### src/rtl/clock_divider_pkg.sv
// ----------------------------------------------------------------------------
// Package: clock_divider_pkg
// Purpose: Shared types and helpers for the multi-channel clock divider.
//   chan_state_e : per-channel run state (IDLE, RUN, STOP)
//   DIV_MIN      : smallest effective divisor a running channel can use
//   eff_div()    : maps a programmed divisor to the effective period length
//                  (0 -> 0 = hold idle, 1 -> DIV_MIN, otherwise unchanged)
// ----------------------------------------------------------------------------
package clock_divider_pkg;

    typedef enum logic [1:0] {
        IDLE = 2'd0,
        RUN  = 2'd1,
        STOP = 2'd2
    } chan_state_e;

    localparam int unsigned DIV_MIN = 2;

    function automatic int unsigned eff_div(input int unsigned div);
        if (div == 0)
            return 0;
        else if (div == 1)
            return DIV_MIN;
        else
            return div;
    endfunction

endpackage

### src/rtl/clock_divider_chan.sv
// ----------------------------------------------------------------------------
// Module: clock_divider_chan
// Purpose: One programmable integer clock divider channel. The divisor is
//   latched only at period starts so a retune never produces a glitch, a
//   stop request always completes the current period, and a sync strobe
//   restarts a running channel at the beginning of a fresh period.
// Optional feature: define CLKDIV_ODD_50_EN for exact 50% duty on odd
//   divisors (adds one falling-edge flop and an OR on the output).
// Ports:
//   clock      in   reference clock
//   reset      in   synchronous, active-high reset
//   en         in   run enable
//   div        in   programmed divisor (DIV_W bits)
//   sync       in   1-cycle restart strobe
//   clock_out  out  divided clock
//   tick       out  1-cycle pulse on each divided rising edge
//   running    out  channel is in RUN or STOP
// ----------------------------------------------------------------------------
module clock_divider_chan
    import clock_divider_pkg::*;
#(
    parameter int DIV_W = 8
) (
    input  logic             clock,
    input  logic             reset,
    input  logic             en,
    input  logic [DIV_W-1:0] div,
    input  logic             sync,
    output logic             clock_out,
    output logic             tick,
    output logic             running
);

    localparam logic [DIV_W-1:0] ONE = DIV_W'(1);

    chan_state_e      state_q, state_d;
    logic [DIV_W-1:0] cnt_q, cnt_d;
    logic [DIV_W-1:0] n_q, n_d;
    logic             out_q, out_d;
    logic             tick_q, tick_d;

    logic [DIV_W-1:0] n_new;
    logic [DIV_W-1:0] cnt_inc;
    logic [DIV_W-1:0] high_len;
    logic             go;
    logic             terminal;
    logic             restart;

    assign n_new    = DIV_W'(eff_div(32'(div)));
    assign go       = en && (div != '0);
    assign cnt_inc  = cnt_q + ONE;
    assign terminal = (cnt_q == n_q - ONE);

    // A zero divisor while running is a stop request, so restart needs go.
    // A stop request arriving together with sync wins over the sync.
    assign restart  = go && (terminal || (state_q == RUN && sync));

`ifdef CLKDIV_ODD_50_EN
    // The falling-edge half cycle supplies the missing 0.5, so the
    // posedge phase only stays high for floor(N/2) cycles.
    assign high_len = n_q >> 1;
`else
    assign high_len = (n_q >> 1) + DIV_W'(n_q[0]);
`endif

    always_comb begin
        // NOTE: every output of this block gets a default first so no path
        // leaves a value unassigned, which would otherwise infer a latch.
        state_d = state_q;
        cnt_d   = cnt_q;
        n_d     = n_q;
        out_d   = 1'b0;
        tick_d  = 1'b0;

        unique case (state_q)
            IDLE: begin
                if (go) begin
                    state_d = RUN;
                    cnt_d   = '0;
                    n_d     = n_new;
                    out_d   = 1'b1;
                    tick_d  = 1'b1;
                end
            end
            RUN, STOP: begin
                if (restart) begin
                    // Wrap and sync share this path: one new period, one tick.
                    state_d = RUN;
                    cnt_d   = '0;
                    n_d     = n_new;
                    out_d   = 1'b1;
                    tick_d  = 1'b1;
                end else if (terminal) begin
                    state_d = IDLE;
                    cnt_d   = '0;
                end else begin
                    // Mid-period the enable only selects RUN/STOP; the
                    // period itself always runs to completion.
                    state_d = go ? RUN : STOP;
                    cnt_d   = cnt_inc;
                    out_d   = (cnt_inc < high_len);
                end
            end
            default: state_d = IDLE;
        endcase
    end

    always_ff @(posedge clock) begin
        // NOTE: sequential state uses non-blocking assignments so every flop
        // samples the pre-edge value regardless of statement order.
        if (reset) begin
            state_q <= IDLE;
            cnt_q   <= '0;
            n_q     <= '0;
            out_q   <= 1'b0;
            tick_q  <= 1'b0;
        end else begin
            state_q <= state_d;
            cnt_q   <= cnt_d;
            n_q     <= n_d;
            out_q   <= out_d;
            tick_q  <= tick_d;
        end
    end

`ifdef CLKDIV_ODD_50_EN
    logic out_neg_q;

    // Half-cycle retimed copy stretches the high phase by 0.5 for odd N only.
    always_ff @(negedge clock) begin
        if (reset)
            out_neg_q <= 1'b0;
        else
            out_neg_q <= out_q & n_q[0];
    end

    assign clock_out = out_q | out_neg_q;
`else
    assign clock_out = out_q;
`endif

    assign tick    = tick_q;
    assign running = (state_q != IDLE);

endmodule

### src/rtl/clock_divider_multi.sv
// ----------------------------------------------------------------------------
// Module: clock_divider_multi
// Purpose: NCH independent programmable integer clock dividers, all derived
//   from one reference clock and sharing a common resync strobe.
// Optional feature: CLKDIV_ODD_50_EN (exact 50% duty for odd divisors).
// Ports:
//   clock         in   reference clock
//   reset         in   synchronous, active-high reset
//   io_en         in   [NCH]        per-channel run enable
//   io_div        in   [NCH*DIV_W]  per-channel divisor, channel c at [c*DIV_W +: DIV_W]
//   io_sync       in   1-cycle strobe restarting every running channel
//   io_clock_out  out  [NCH]        divided clocks
//   io_tick       out  [NCH]        1-cycle pulse when io_clock_out[c] rises
//   io_running    out  [NCH]        channel in RUN or STOP
// ----------------------------------------------------------------------------
module clock_divider_multi #(
    parameter int NCH   = 4,
    parameter int DIV_W = 8
) (
    input  logic                 clock,
    input  logic                 reset,
    input  logic [NCH-1:0]       io_en,
    input  logic [NCH*DIV_W-1:0] io_div,
    input  logic                 io_sync,
    output logic [NCH-1:0]       io_clock_out,
    output logic [NCH-1:0]       io_tick,
    output logic [NCH-1:0]       io_running
);

    for (genvar c = 0; c < NCH; c++) begin : g_chan
        clock_divider_chan #(
            .DIV_W(DIV_W)
        ) u_chan (
            .clock    (clock),
            .reset    (reset),
            .en       (io_en[c]),
            .div      (io_div[c*DIV_W +: DIV_W]),
            .sync     (io_sync),
            .clock_out(io_clock_out[c]),
            .tick     (io_tick[c]),
            .running  (io_running[c])
        );
    end

endmodule

### config.mk
export PLATFORM = sky130hd
export DESIGN_NAME = clock_divider_multi
export DESIGN_NICKNAME = d
export VERILOG_FILES = /design/src/rtl/clock_divider_pkg.sv /design/src/rtl/clock_divider_chan.sv /design/src/rtl/clock_divider_multi.sv
export SDC_FILE = /design/constraint.sdc
export NUM_CORES = 1
export LEC_CHECK = 0
export CAP_MARGIN = 25
export CORE_ASPECT_RATIO = 1.25
export CORE_MARGIN = 4
export CORE_UTILIZATION = 64
export CTS_CLUSTER_DIAMETER = 80
export DETAILED_ROUTE_END_ITERATION = 8
export PLACE_DENSITY = 0.94
export REMOVE_ABC_BUFFERS = 1
export SYNTH_ARGS = -nofsm -noshare
export SYNTH_HDL_FRONTEND = slang
export SYNTH_SLANG_ARGS = --single-unit
### constraint.sdc
create_clock -name clock -period 7.8 [get_ports clock]
set_input_delay 2.34 -clock clock [delete_from_list [all_inputs] [get_ports clock]]
set_output_delay 2.34 -clock clock [all_outputs]
set_load 0.01 [all_outputs]
[Yosys cells after proc, flatten, opt, wreduce, memory -nomap -nowiden]
Cells that the tools add are included.
Storage, ports and cells
  logic and storage cells: 188
  input bits: 39
  bits in registers: 80
  output and inout bits: 12
Cells by class
  $add $sub $neg: 12
  muxes and demuxes: 80
  reductions and logical operators: 48
  $lt $le $gt $ge: 4
  equal/unequal tests: 24
Operators with widths (count)
  $mux W8: 28
  $pmux W8 S2: 8
  $add A7 B1 Y8: 4
  $add A8 B1 Y8 const B: 4
  $eq A8 B1 Y1 const B: 4
  $eq A8 B8 Y1: 4
  $logic_not A8 Y1: 4
  $lt A8 B8 Y1: 4
  $mux W2: 16
  $reduce_bool A8 Y1: 4
  $sub A8 B1 Y8 const B: 4
  $mux W1: 16
  $ne A2 B1 Y1 const B: 8
  $pmux W1 S2: 8
  $pmux W2 S2: 4
  $reduce_bool A2 Y1: 8
  $logic_and A1 B1 Y1: 12
  $reduce_and A3 Y1: 4
  $eq A2 B1 Y1 const B: 4
  $eq A2 B2 Y1 const B: 4
  $logic_not A2 Y1: 4
  $reduce_and A2 Y1: 4
  $reduce_or A2 Y1: 4
  $logic_or A1 B1 Y1: 4

[Longest topological paths before layout]
  depth in word-level cells: 6
  depth in mapped cells: 11
  gate-level depth less buffers: 11

[By module]
From an unflattened synthesis, not the netlist that was laid out.
Second synthesis, totals
  cells, all modules: 764
  area, all modules: 6555.0 µm²
Modules (own cells, without submodules)
  clock_divider_chan at g_chan[0].u_chan ...: cells an instance 188, seq. area each 400.4 µm², instances 2, area each 1606.5 µm²
  clock_divider_chan at g_chan[3].u_chan: cells an instance 192, seq. area each 400.4 µm², instances 1, area each 1710.4 µm²
  clock_divider_chan at g_chan[1].u_chan: cells an instance 196, seq. area each 400.4 µm², instances 1, area each 1631.6 µm²

[Worst setup path before layout]
No wires, ideal clock.
  path type: input -> register
  start: input io_div[11]
  end: register g_chan[1].u_chan.cnt_q[5]
  setup slack: 3.114 ns
  data required time: 7.672 ns
  stages: 8
  arrival time: 4.559 ns
  cell sequence: or4_1 > or4_1 > o21a_1 > mux2i_1 > and4b_1 > clkbuf_1 > a22oi_1 > nor2_1
Between the ends
  cells in the longest elaborated chain, start to end: 5
  elaborated cells on any way between the ends: 7
RTL lines
  from (decl): RTL line clock_divider_multi.sv:23  | input logic [NCH*DIV_W-1:0] io_div,
  $reduce_bool A8 Y1 (*): RTL line clock_divider_chan.sv:50  | assign go = en && (div != '0);
  $logic_and A1 B1 Y1 (*): RTL line clock_divider_chan.sv:50
  $logic_and A1 B1 Y1: RTL line clock_divider_chan.sv:56  | assign restart = go && (terminal || (state_q == RUN && sync));
  $mux W8: RTL line clock_divider_chan.sv:86  | if (restart) begin
  $pmux W8 S2: RTL line clock_divider_chan.sv:75  | unique case (state_q)
  to (signal assigned): RTL line clock_divider_chan.sv:119  | cnt_q <= cnt_d;
  to (decl): RTL line clock_divider_chan.sv:37  | logic [DIV_W-1:0] cnt_q, cnt_d;
Every way passes the cells marked *; elsewhere a longest branch is shown, timed or not.
A chain may end at the register's enable or synchronous reset.

[Worst setup path in the final report]
Same ends and word-level chain as after synthesis.

==> results.json <==
{
  "port_buffers": 50,
  "crit_path_end_kind": "flip-flop",
  "tritoncts": "yes",
  "grt_pass1_vias": 5611,
  "synth_largest_area_cell": "dfxtp_1",
  "clock-sinks": 80,
  "fin_tns_setup_ps": 0,
  "r2r-start": "g_chan[2].u_chan.n_q[4]",
  "period_share_pct": 65.6,
  "detail_route.first_pass.iterations": 5,
  "setup_violations": 0,
  "start_util_pct": 66.2,
  "slew_viol_final": 0,
  "start_kind": "input pin",
  "routedWlPerCell_um": 16.9,
  "irDropWorstVdd_mv": 0.125,
  "grt_antenna_before_repair": 0,
  "grt_pass1_wl_um": 25500,
  "rrSetupSlack_ps": 4680,
  "cts_buffers": 9,
  "hold_viol": 0,
  "avgSynthCellArea_um2": 8.13,
  "r2r_cells": 7,
  "seq_area_frac_synth_pct": 26.1,
  "ys_top_cells_by_count": "80 x dfxtp_1, 75 x nor2_1, 56 x ha_1",
  "holdPathStages": 2,
  "hold_class": "reg -> reg",
  "rsz0062_at_grt": "no",
  "cp_data_required_time_ps": 8000,
  "synthArstFlopShare_pct": 0,
  "postCtsSetupBuffers": 0,
  "ant_nets": 0,
  "final_layout_size_suffix_gt1_share_pct": 3.90,
  "fmax_mhz": 195,
  "period_minus_slack_ps": 5120,
  "n_antenna_cell": 0,
  "fin_skew_ps": 5.07,
  "maxCapViolations": 0,
  "grt_max_degree": 44,
  "area_growth_pct": 11.2,
  "ctsResizeCount": 0,
  "netlist_top_cells_area": "dfxtp_1 26%, ha_1 11%, xnor2_1 7.8%",
  "max-slew-margin-rel_pct": 48.3,
  "critPathMaxFanout": 9,
  "vias": 5638,
  "gp_congestion": 0.881,
  "min_from": "g_chan[3].u_chan.cnt_q[1]",
  "synth_ff_type": "dfxtp_1",
  "avgViaCountPerCell": 6.32,
  "hpwl_um": 11000,
  "ys_types": 70,
  "track_usage_pct": 27.6,
  "coreArea_um2": 9270,
  "timing.hold.ws_ps": 527,
  "worst_slew_pin_slew_ps": 754,
  "critPathKind": "in -> reg",
  "status": "finished clean",
  "synth_area_um2": 6140,
  "die_x_um": 95.6,
  "cts_max_path_buffers": 2,
  "leakagePower_nw": 2.71,
  "row_count": 39,
  "power.total_mw": 1.20,
  "r2r_end": "g_chan[2].u_chan.n_q[7]",
  "final.fill_count": 639,
  "hold_end": "g_chan[3].u_chan.cnt_q[1]",
  "cts.reportedPaths.clkPinSlew_ps": 60,
  "die_area_um2": 11200,
  "die_h_um": 118,
  "yosys_warnings": 0,
  "nets": 859,
  "clock-root-buffer": "clkbuf_16",
  "synthCells": 755,
  "synth_seq_cells": 80,
  "io_pins": 51,
  "synth.most_common_cell": "dfxtp_1",
  "synth_top_cell_area_share_pct": 26.1,
  "crit_arrival_ps": 5320,
  "h-tree-depth": 3,
  "synth-edff-count": 0,
  "clock_latency_ps": 340,
  "drtIter0Drc": 345,
  "gr-total-overflow": 0,
  "p_per_area_nw_per_um2": 176,
  "drt-total-wl_um": 15100,
  "ctsHoldBuffers": 0,
  "drcViolationCount": 0
}
-- power by group --
group          internal, mW  leakage [nW]  total [mW]  switching, mW
Combinational         0.145          1.92       0.309          0.164
Clock                 0.248         0.132       0.422          0.174
Sequential            0.432         0.654       0.472         0.0398
Total                 0.825          2.71        1.20          0.378
-- state kept, by name (all words and copies together) (netlist names) --
name	flops
g_chan.u_chan.state_q	8
g_chan.u_chan.clock_out	4
g_chan.u_chan.cnt_q	32
g_chan.u_chan.tick	4
g_chan.u_chan.n_q	32
-- cell families after synthesis --
family                   after synthesis  synth area share [%]
AO/OA/AOI/OAI                        160                  18.0
XOR/XNOR                              83                  11.8
adder cells (fa/ha/maj)               56                  11.4
buffers and inverters                 86                  6.28
flip-flops                            80                  26.1
multiplexers                          28                  4.67
AND/OR/NAND/NOR                      262                  21.7
-- stage by stage --
| step | instance area (µm²) | setup slack [ps] | cells | utilization, % |
|---|---|---|---|---|
| 2_1_floorplan | 5880 | 3200 | 702 | - |
| 3_3_place_gp | 6540 | 2590 | 876 | 70.5 |
| 3_5_place_dp | 6540 | 2420 | 876 | 70.5 |
| 4_1_cts | 6830 | 2770 | 892 | 73.6 |
| 5_1_grt | 6830 | 2600 | 892 | 73.6 |
| 6_report | 6830 | 2680 | 892 | 73.6 |
-- final cells by class --
| class | instances | area (µm²) | area share, % |
|---|---|---|---|
| multi-input cells | 589 | 4150 | 60.8 |
| flip-flops and latches | 80 | 1600 | 23.5 |
| repair buffers | 51 | 503 | 7.37 |
| clock buffers | 11 | 233 | 3.41 |
| well taps | 123 | 154 | 2.25 |
| inverters | 33 | 124 | 1.81 |
| clock inverters | 5 | 57.6 | 0.843 |
-- layout by cell type, fill, tap and decap left out, types with 28 or more instances in the layout --
cell,Yosys,routed
inv_1,33,33
xor2_1,28,28
clkdlybuf4s50_1,0,49
nor2_1,75,75
nand3_1,39,39
xnor2_1,55,55
a21oi_1,41,41
dfxtp_1,80,80
nand2_1,44,44
ha_1,56,56
-- layer usage --
metal  GRT usage (%)  part of all wire [%]  vias to the layer above
met5               0                     0                        -
met4            11.1                   2.9                        0
met3            5.31                   5.4                       48
met2            48.7                    53                      219
met1            31.7                    39                     2668
li1                -                     -                     2703
-- critical path, cell delays in order --
cell and delay [ps]:
clkdlybuf4s50_1 420, or4_1 540, or4_1 480, o21a_1 250, mux2i_1 600, and4b_1 370, a22oi_1 250, nor2_1 60
-- how the worst max path moves through the flow --
stage / slack, ps / start / end / cells past startpoint
final: 2680 / io_div[11] / g_chan[1].u_chan.cnt_q[5] / 8
after global routing: 2600 / io_div[11] / g_chan[1].u_chan.cnt_q[5] / 8
after CTS: 2770 / io_div[11] / g_chan[1].u_chan.cnt_q[5] / 8
after detailed placement: 2420 / io_div[11] / g_chan[1].u_chan.cnt_q[5] / 8
after global placement: 2590 / io_div[11] / g_chan[1].u_chan.cnt_q[5] / 8
after floorplan: 3200 / io_div[11] / g_chan[1].u_chan.cnt_q[5] / 7
Power figures use the tool's default switching activity.
